File: src/rtl/ram_fifo_ctrl.sv
// FIFO controller in front of a 16-entry single-port RAM with registered, gated read data.
// The RAM supplies storage; a one-entry output register adds a 17th slot.
module ram_fifo_ctrl #(
   parameter int DATA_WIDTH = 8,
   parameter int DEPTH      = 16
) (
   input  logic                  clk,
   input  logic                  rst_n,
   input  logic [DATA_WIDTH-1:0] in_data,
   input  logic                  in_valid,
   output logic                  in_ready,
   output logic [DATA_WIDTH-1:0] out_data,
   output logic                  out_valid,
   input  logic                  out_ready,
   output logic [4:0]            level,
   output logic                  full,
   output logic                  empty,
   output logic                  ram_cs,
   output logic                  ram_wr_en,
   output logic                  ram_out_en,
   output logic [3:0]            ram_addr,
   output logic [DATA_WIDTH-1:0] ram_wdata,
   input  logic [DATA_WIDTH:0]   ram_rdata
);

   localparam logic [4:0] FULL_CNT = 5'(DEPTH);

   typedef enum logic {IDLE, RD_CAP} state_t;

   state_t     state, state_nxt;
   logic [3:0] wr_ptr, rd_ptr;
   logic [4:0] ram_count;
   logic       rd_go, push, pop;
   logic       rdata_msb_unused;

   assign rdata_msb_unused = ram_rdata[DATA_WIDTH];
   assign ram_wdata        = in_data;
   assign pop              = out_valid && out_ready;
   assign level            = ram_count + {4'b0, out_valid};
   assign full             = (ram_count == FULL_CNT);
   assign empty            = (level == 5'd0);

   // Read has priority: a read is issued whenever the output register is free or being drained.
   always_comb begin
      state_nxt  = state;
      ram_cs     = 1'b0;
      ram_wr_en  = 1'b0;
      ram_out_en = 1'b0;
      ram_addr   = wr_ptr;
      in_ready   = 1'b0;
      push       = 1'b0;
      rd_go      = (ram_count != 5'd0) && (!out_valid || out_ready);
      case (state)
         IDLE: begin
            if (rd_go) begin
               ram_cs    = 1'b1;
               ram_addr  = rd_ptr;
               state_nxt = RD_CAP;
            end else begin
               in_ready = (ram_count < FULL_CNT);
               push     = in_valid && in_ready;
               if (push) begin
                  ram_cs    = 1'b1;
                  ram_wr_en = 1'b1;
               end
            end
         end
         RD_CAP: begin
            ram_cs     = 1'b1;
            ram_out_en = 1'b1;
            ram_addr   = rd_ptr;
            state_nxt  = IDLE;
         end
         default: state_nxt = IDLE;
      endcase
   end

   always_ff @(posedge clk or negedge rst_n) begin
      if (!rst_n) begin
         state     <= IDLE;
         wr_ptr    <= 4'd0;
         rd_ptr    <= 4'd0;
         ram_count <= 5'd0;
         out_valid <= 1'b0;
         out_data  <= '0;
      end else begin
         state <= state_nxt;
         if (push) begin
            wr_ptr    <= wr_ptr + 4'd1;
            ram_count <= ram_count + 5'd1;
         end
         // RAM output is only driven in RD_CAP, so that is the one cycle it is sampled.
         if (state == RD_CAP) begin
            out_data  <= ram_rdata[DATA_WIDTH-1:0];
            out_valid <= 1'b1;
            rd_ptr    <= rd_ptr + 4'd1;
            ram_count <= ram_count - 5'd1;
         end else if (pop) begin
            out_valid <= 1'b0;
         end
      end
   end

endmodule

File: config.mk
export PLATFORM = sky130hd
export DESIGN_NAME = ram_fifo_ctrl
export DESIGN_NICKNAME = d
export VERILOG_FILES = /design/src/rtl/ram_fifo_ctrl.sv
export SDC_FILE = /design/constraint.sdc
export NUM_CORES = 1
export LEC_CHECK = 0
export CAP_MARGIN = 20
export CORE_MARGIN = 8
export CORE_UTILIZATION = 45
export DETAILED_ROUTE_END_ITERATION = 12
export DONT_BUFFER_PORTS = 1
export HOLD_SLACK_MARGIN = 0.02
export PLACE_DENSITY = 0.6
export SKIP_CTS_REPAIR_TIMING = 1
export SLEW_MARGIN = 20
export SYNTH_ARGS = -nofsm -noshare
export SYNTH_HDL_FRONTEND = slang
export SYNTH_SLANG_ARGS = --single-unit
File: constraint.sdc
create_clock -name clk -period 2.5 [get_ports clk]
set_input_delay 0.5 -clock clk [delete_from_list [all_inputs] [get_ports clk]]
set_output_delay 0.5 -clock clk [all_outputs]
set_load 0.005 [all_outputs]
Word level (Yosys, flattened, before mapping)
Cells that the tools add are included.

storage, ports and cells
  register bits = 23
  input port bits = 21
  output and inout port bits = 32
  logic and storage cells = 41

cells by class
  $add $sub $neg = 5
  $lt $le $gt $ge = 1
  equal/unequal tests = 1
  mux-type cells = 18
  bitwise operators = 1
  reductions and logical operators = 9

operators by type and width
  operator                                                             count
  1-bit two-way mux                                                    12
  5-bit two-way mux                                                    2
  4-bit by 1-bit adder with 4-bit output (second input constant)       2
  4-bit one-hot mux with 2 select lines                                1
  5-bit by 1-bit adder with 5-bit output                               1
  5-bit by 1-bit adder with 5-bit output (second input constant)       1
  5-bit == test (second input constant)                                1
  5-bit logical NOT                                                    1
  5-bit < comparator (second input constant)                           1
  5-bit nonzero test                                                   1
  5-bit by 1-bit subtractor with 5-bit output (second input constant)  1
  4-bit two-way mux                                                    1
  1-bit one-hot mux with 2 select lines                                2
  2-bit nonzero test                                                   2
  1-bit logical AND                                                    3
  1-bit logical NOT                                                    1
  1-bit logical OR                                                     1
  1-bit inverter                                                       1

Longest topological paths before layout
  depth in word-level cells = 7
  gate-level depth with buffers = 5
  gate-level depth less buffers = 5

Worst setup path before layout
Ideal clock, no wire load.

  path type = reg2out
  start = register ram_count[1]
  end = output ram_addr[3]
  data arrival time = 1752 ps
  required time = 2000 ps
  path slack = 248 ps
  stages on the path, launching flop included = 6
  buffers on the path = 1
  cell sequence = dfrtp_1 > or4_4 > o21ai_1 > and2_1 > buf_2 > mux2_2

on the way
  word-level cells in the longest chain between the ends = 4

RTL lines
  what                                   RTL line  source
  start, declared                        32        logic [4:0] ram_count;
  start signal, assigned                 90        ram_count <= ram_count + 5'd1;
  start signal, assigned                 97        ram_count <= ram_count - 5'd1;
  5-bit nonzero test                     52        rd_go = (ram_count != 5'd0) && (!out_valid || out_ready);
  1-bit logical AND                      52
  4-bit two-way mux                      55        if (rd_go) begin
  4-bit one-hot mux with 2 select lines  53        case (state)
  end, declared                          21        output logic [3:0] ram_addr,

No other way between the ends.

Worst setup path after layout
  start = register ram_count[1]
  end = output ram_addr[1]

The elaborated chain is that of the path after synthesis.

==> PnR_summary.wiki <==
{| class="wikitable"
! Metric !! Value
|-
| Final antenna-violating net count || 0
|-
| Endpoint type of the worst setup path || primary output
|-
| Worst setup margin || 19.1 ps
|-
| Startpoint-to-endpoint class of the critical path || reg2out
|-
| Largest fanout of any net on the critical path || 6
|-
| Setup Viol. Count Final || 0
|-
| Launch point of the worst reg-to-reg path || ram_count[0]$_DFFE_PN0P_
|-
| Setup slack of the worst register-to-register path || 530 ps
|-
| CTS tree || yes
|-
| Largest net degree at the start of global routing || 24
|-
| Clock latency at the later pin of the worst-skew pair || 310 ps
|-
| Worst clock skew || between 8 and 9 ps
|-
| Estimated wirelength of the detail-placed design || around 1.7 mm
|-
| CTS root buffer || sky130_fd_sc_hd__clkbuf_4
|-
| Total negative setup slack || 0 ps
|-
| Final #Nets || ~130
|-
| Clock tree sinks || 23
|-
| Area growth, synth to finish || 10.9%
|-
| Number of diodes || 0
|-
| Remaining routing DRC violations || 0
|-
| Number of antenna violations at the first check in global routing || 0
|-
| Count of yosys warnings during synthesis || 0
|-
| Filler cells || between 200 and 300
|-
| Die area || 0.00474 sq mm
|-
| Post-Synthesis Mean Instance Area || 12.7 sq um
|-
| Cells after Synth || 99
|-
| Worst min-delay path endpoint || out_data[5]$_DFFE_PN0P_
|-
| Post-Layout Inst Area || 0.00139 sq mm
|-
| CP Launch Type || register
|-
| Longest Clk Path Bufs || 2
|-
| Setup repair after global routing missed its margin || yes
|-
| Library cells used by synthesis || 29
|-
| GPL Wtd Cong || 0.770
|-
| Total routing resource utilization after global routing || 0.105
|-
| Die span in y || 68.8 microns
|-
| Final routed wirelength across all metal layers || between 2 and 2.5 mm
|-
| Max-slew violation total from the final report || 0
|-
| FF/Latch Area || 577 sq um
|-
| Count of maximum capacitance violations || 0
|-
| Hold Violations, Final || 0
|-
| Die span in x || 68.8 microns
|-
| Row count || 19
|-
| Syn_nets || 128
|-
| Critical Path AT || slightly below 2000 ps
|-
| Share of cell area taken by muxes after synthesis || 0.152
|-
| Slew at the pin with the worst max-slew slack || around 420 ps
|-
| Placeable core region || 0.00271 sq mm
|-
| Number of cell instances on the worst register-to-register path || 7
|-
| Final critical-path share of the clock period || 0.992
|-
| Worst slew margin relative to its limit || 0.718
|-
| Max VDD drop || 813 uV
|-
| Multi-input gate area || 648 sq um
|-
| Synth Area in Simple Gates || 0.0707
|-
| Cell Count, Final, Fillers Out || between 100 and 150
|-
| Hold Worst Slack || between 300 and 400 ps
|-
| Overflow left after global routing || 0
|-
| Boundary pin count || 53
|-
| Vias || 741
|-
| Synth Area in Adders || 0.0857
|-
| Req. time, crit path || about 2000 ps
|-
| Worst hold path class || in2reg
|-
| Total cell area at the placement stage || 0.00126 sq mm
|-
| Post-synth design cell area || 0.00126 sq mm
|-
| Synth area leader || sky130_fd_sc_hd__dfrtp_1
|-
| Outcome || finished, final reports clean
|-
| Drt first-iter violations || 16
|-
| Vias in the first global route || 753
|-
| Post-placement cell count || 124
|-
| Detailed-routing iteration count for the pre-antenna-repair pass || 2
|-
| Highest attainable clock frequency || about 400 MHz
|-
| Xor-xnor portion of the synthesized cell area || 0.0906
|-
| Main combinational cell family by area after synthesis || multiplexers
|-
| Area share of the leading cell type in the synthesized netlist || 0.458
|-
| Placement Setup Slack || 188 ps
|-
| Startpoint of the tightest hold check path || ram_rdata[5]
|-
| Starting density of the core || 0.464
|-
| Power Density || 1460 mW/mm^2
|-
| Proportion of synthesized chip area in sequential cells || 0.458
|-
| Clock-pin slew on the worst setup and hold paths || 130 ps
|-
| Destination of the worst register-to-register timing path || ram_count[4]$_DFFE_PN0P_
|-
| Cell count of the worst hold path || 1
|-
| Number of port buffers || 0
|-
| Leakage power summed over all cells || 0.000599 uW
|-
| Routed wire length per instance || 17.5 microns
|-
| Fraction of layout instances using a drive strength above 1 || 0.379
|-
| Number of synthesized register bits || 23
|-
| Compound-gate portion of the synthesized area || 0.0817
|-
| Crit path time final || 2480 ps
|-
| Global-route wire length before repair || about 3.7 mm
|-
| Deepest level of the CTS H-tree || 1
|-
| Top post-synthesis cells by area || sky130_fd_sc_hd__dfrtp_1 (46%), sky130_fd_sc_hd__mux2_2 (13%), sky130_fd_sc_hd__ha_1 (7.0%), sky130_fd_sc_hd__xnor2_1 (5.6%), sky130_fd_sc_hd__buf_4 (4.8%)
|-
| Via density per instance || between 5 and 6
|-
| Number of clock buffers inserted by TritonCTS || 3
|}
cell families (layout without fill, tap and decap cells):
family,count (synthesis),after routing
flip-flops,23,23
multiplexers,17,17
AND/OR/NAND/NOR,16,16
XOR/XNOR,13,13
buffers and inverters,12,16
AO/OA/AOI/OAI,10,10
adder cells (fa/ha/maj),8,8
synth_stat cells:
master,number
sky130_fd_sc_hd__a211oi_1,1
sky130_fd_sc_hd__a211oi_4,1
sky130_fd_sc_hd__a21o_1,3
sky130_fd_sc_hd__a21oi_1,1
sky130_fd_sc_hd__a21oi_4,1
sky130_fd_sc_hd__a31o_2,1
sky130_fd_sc_hd__and2_1,1
sky130_fd_sc_hd__and3_1,1
sky130_fd_sc_hd__buf_2,1
sky130_fd_sc_hd__buf_4,8
sky130_fd_sc_hd__clkbuf_1,1
sky130_fd_sc_hd__dfrtp_1,23
sky130_fd_sc_hd__fa_1,1
sky130_fd_sc_hd__ha_1,7
sky130_fd_sc_hd__inv_1,2
sky130_fd_sc_hd__mux2_1,3
sky130_fd_sc_hd__mux2_2,14
sky130_fd_sc_hd__nand2_1,4
sky130_fd_sc_hd__nand2b_1,2
sky130_fd_sc_hd__nand3_1,2
sky130_fd_sc_hd__nand4_1,2
sky130_fd_sc_hd__nor2_1,1
sky130_fd_sc_hd__nor3_1,1
sky130_fd_sc_hd__o211a_4,1
sky130_fd_sc_hd__o21ai_1,1
sky130_fd_sc_hd__or3_1,1
sky130_fd_sc_hd__or4_4,1
sky130_fd_sc_hd__xnor2_1,8
sky130_fd_sc_hd__xor2_1,5
power by group:
part / switching [uW] / internal [uW]
clock: 109 / 59.6
sequential: 195 / 566
combinational: 495 / 609
total: 799 / 1230
flip-flops by register name, indices dropped and copies added (netlist names):
register	count
out_data	8
ram_count	5
wr_ptr	4
state	1
out_valid	1
rd_ptr	4
cell type report:
cell class | count | area share
Clock buffer | 3 | 0.0162
Multi-Input combinational cell | 64 | 0.465
Sequential cell | 23 | 0.414
Timing Repair Buffer | 10 | 0.0674
Tap cell | 31 | 0.0279
Inverter | 2 | 0.00539
Clock inverter | 1 | 0.00359
critical path: stages (launching register included):
cell	delay [ps]
sky130_fd_sc_hd__dfrtp_1	400
sky130_fd_sc_hd__or4_4	580
sky130_fd_sc_hd__o21ai_2	160
sky130_fd_sc_hd__and2_4	200
sky130_fd_sc_hd__mux2_1	350
cells in the final DEF, fill, tap and decap left out, drive strengths merged, types with 2 or more instances in the layout:
| master | n |
|---|---|
| dfrtp | 23 |
| mux2 | 17 |
| buf | 9 |
| xnor2 | 8 |
| ha | 7 |
| xor2 | 5 |
| nand2 | 4 |
| a21o | 3 |
| clkbuf | 3 |
| nand3 | 2 |
| inv | 2 |
| nand2b | 2 |
| nand4 | 2 |
| a211oi | 2 |
| a21oi | 2 |
stage by stage:
| step | utilization | power [uW] |
|---|---|---|
| 2_1_floorplan | - | 1530 |
| 3_3_place_gp | 0.464 | 1720 |
| 3_5_place_dp | 0.464 | 1750 |
| 4_1_cts | 0.474 | 1920 |
| 5_1_grt | 0.514 | 2240 |
| 6_report | 0.514 | 2030 |
worst max path at each step:
stage,slack [ps],end,startpoint,cells past startpoint
finish,20,ram_addr[1],ram_count[1]$_DFFE_PN0P_,4
global route,-60,ram_addr[1],ram_count[1]$_DFFE_PN0P_,4
CTS,-180,ram_addr[1],ram_count[3]$_DFFE_PN0P_,4
detailed placement,190,ram_addr[1],ram_count[3]$_DFFE_PN0P_,4
global placement,200,ram_addr[3],ram_count[3]$_DFFE_PN0P_,4
floorplan,250,ram_addr[3],ram_count[1]$_DFFE_PN0P_,5
layer usage:
layer,vias to the layer above,wire length [microns],GRT usage,share of wire
met4,0,34,0.0602,0.014
met1,353,1030,0.137,0.44
met3,8,290,0.0404,0.12
li1,346,-,-,-
met2,34,999,0.145,0.43
met5,-,0,0,0
Note: power is estimated with default switching activity, not from simulation.
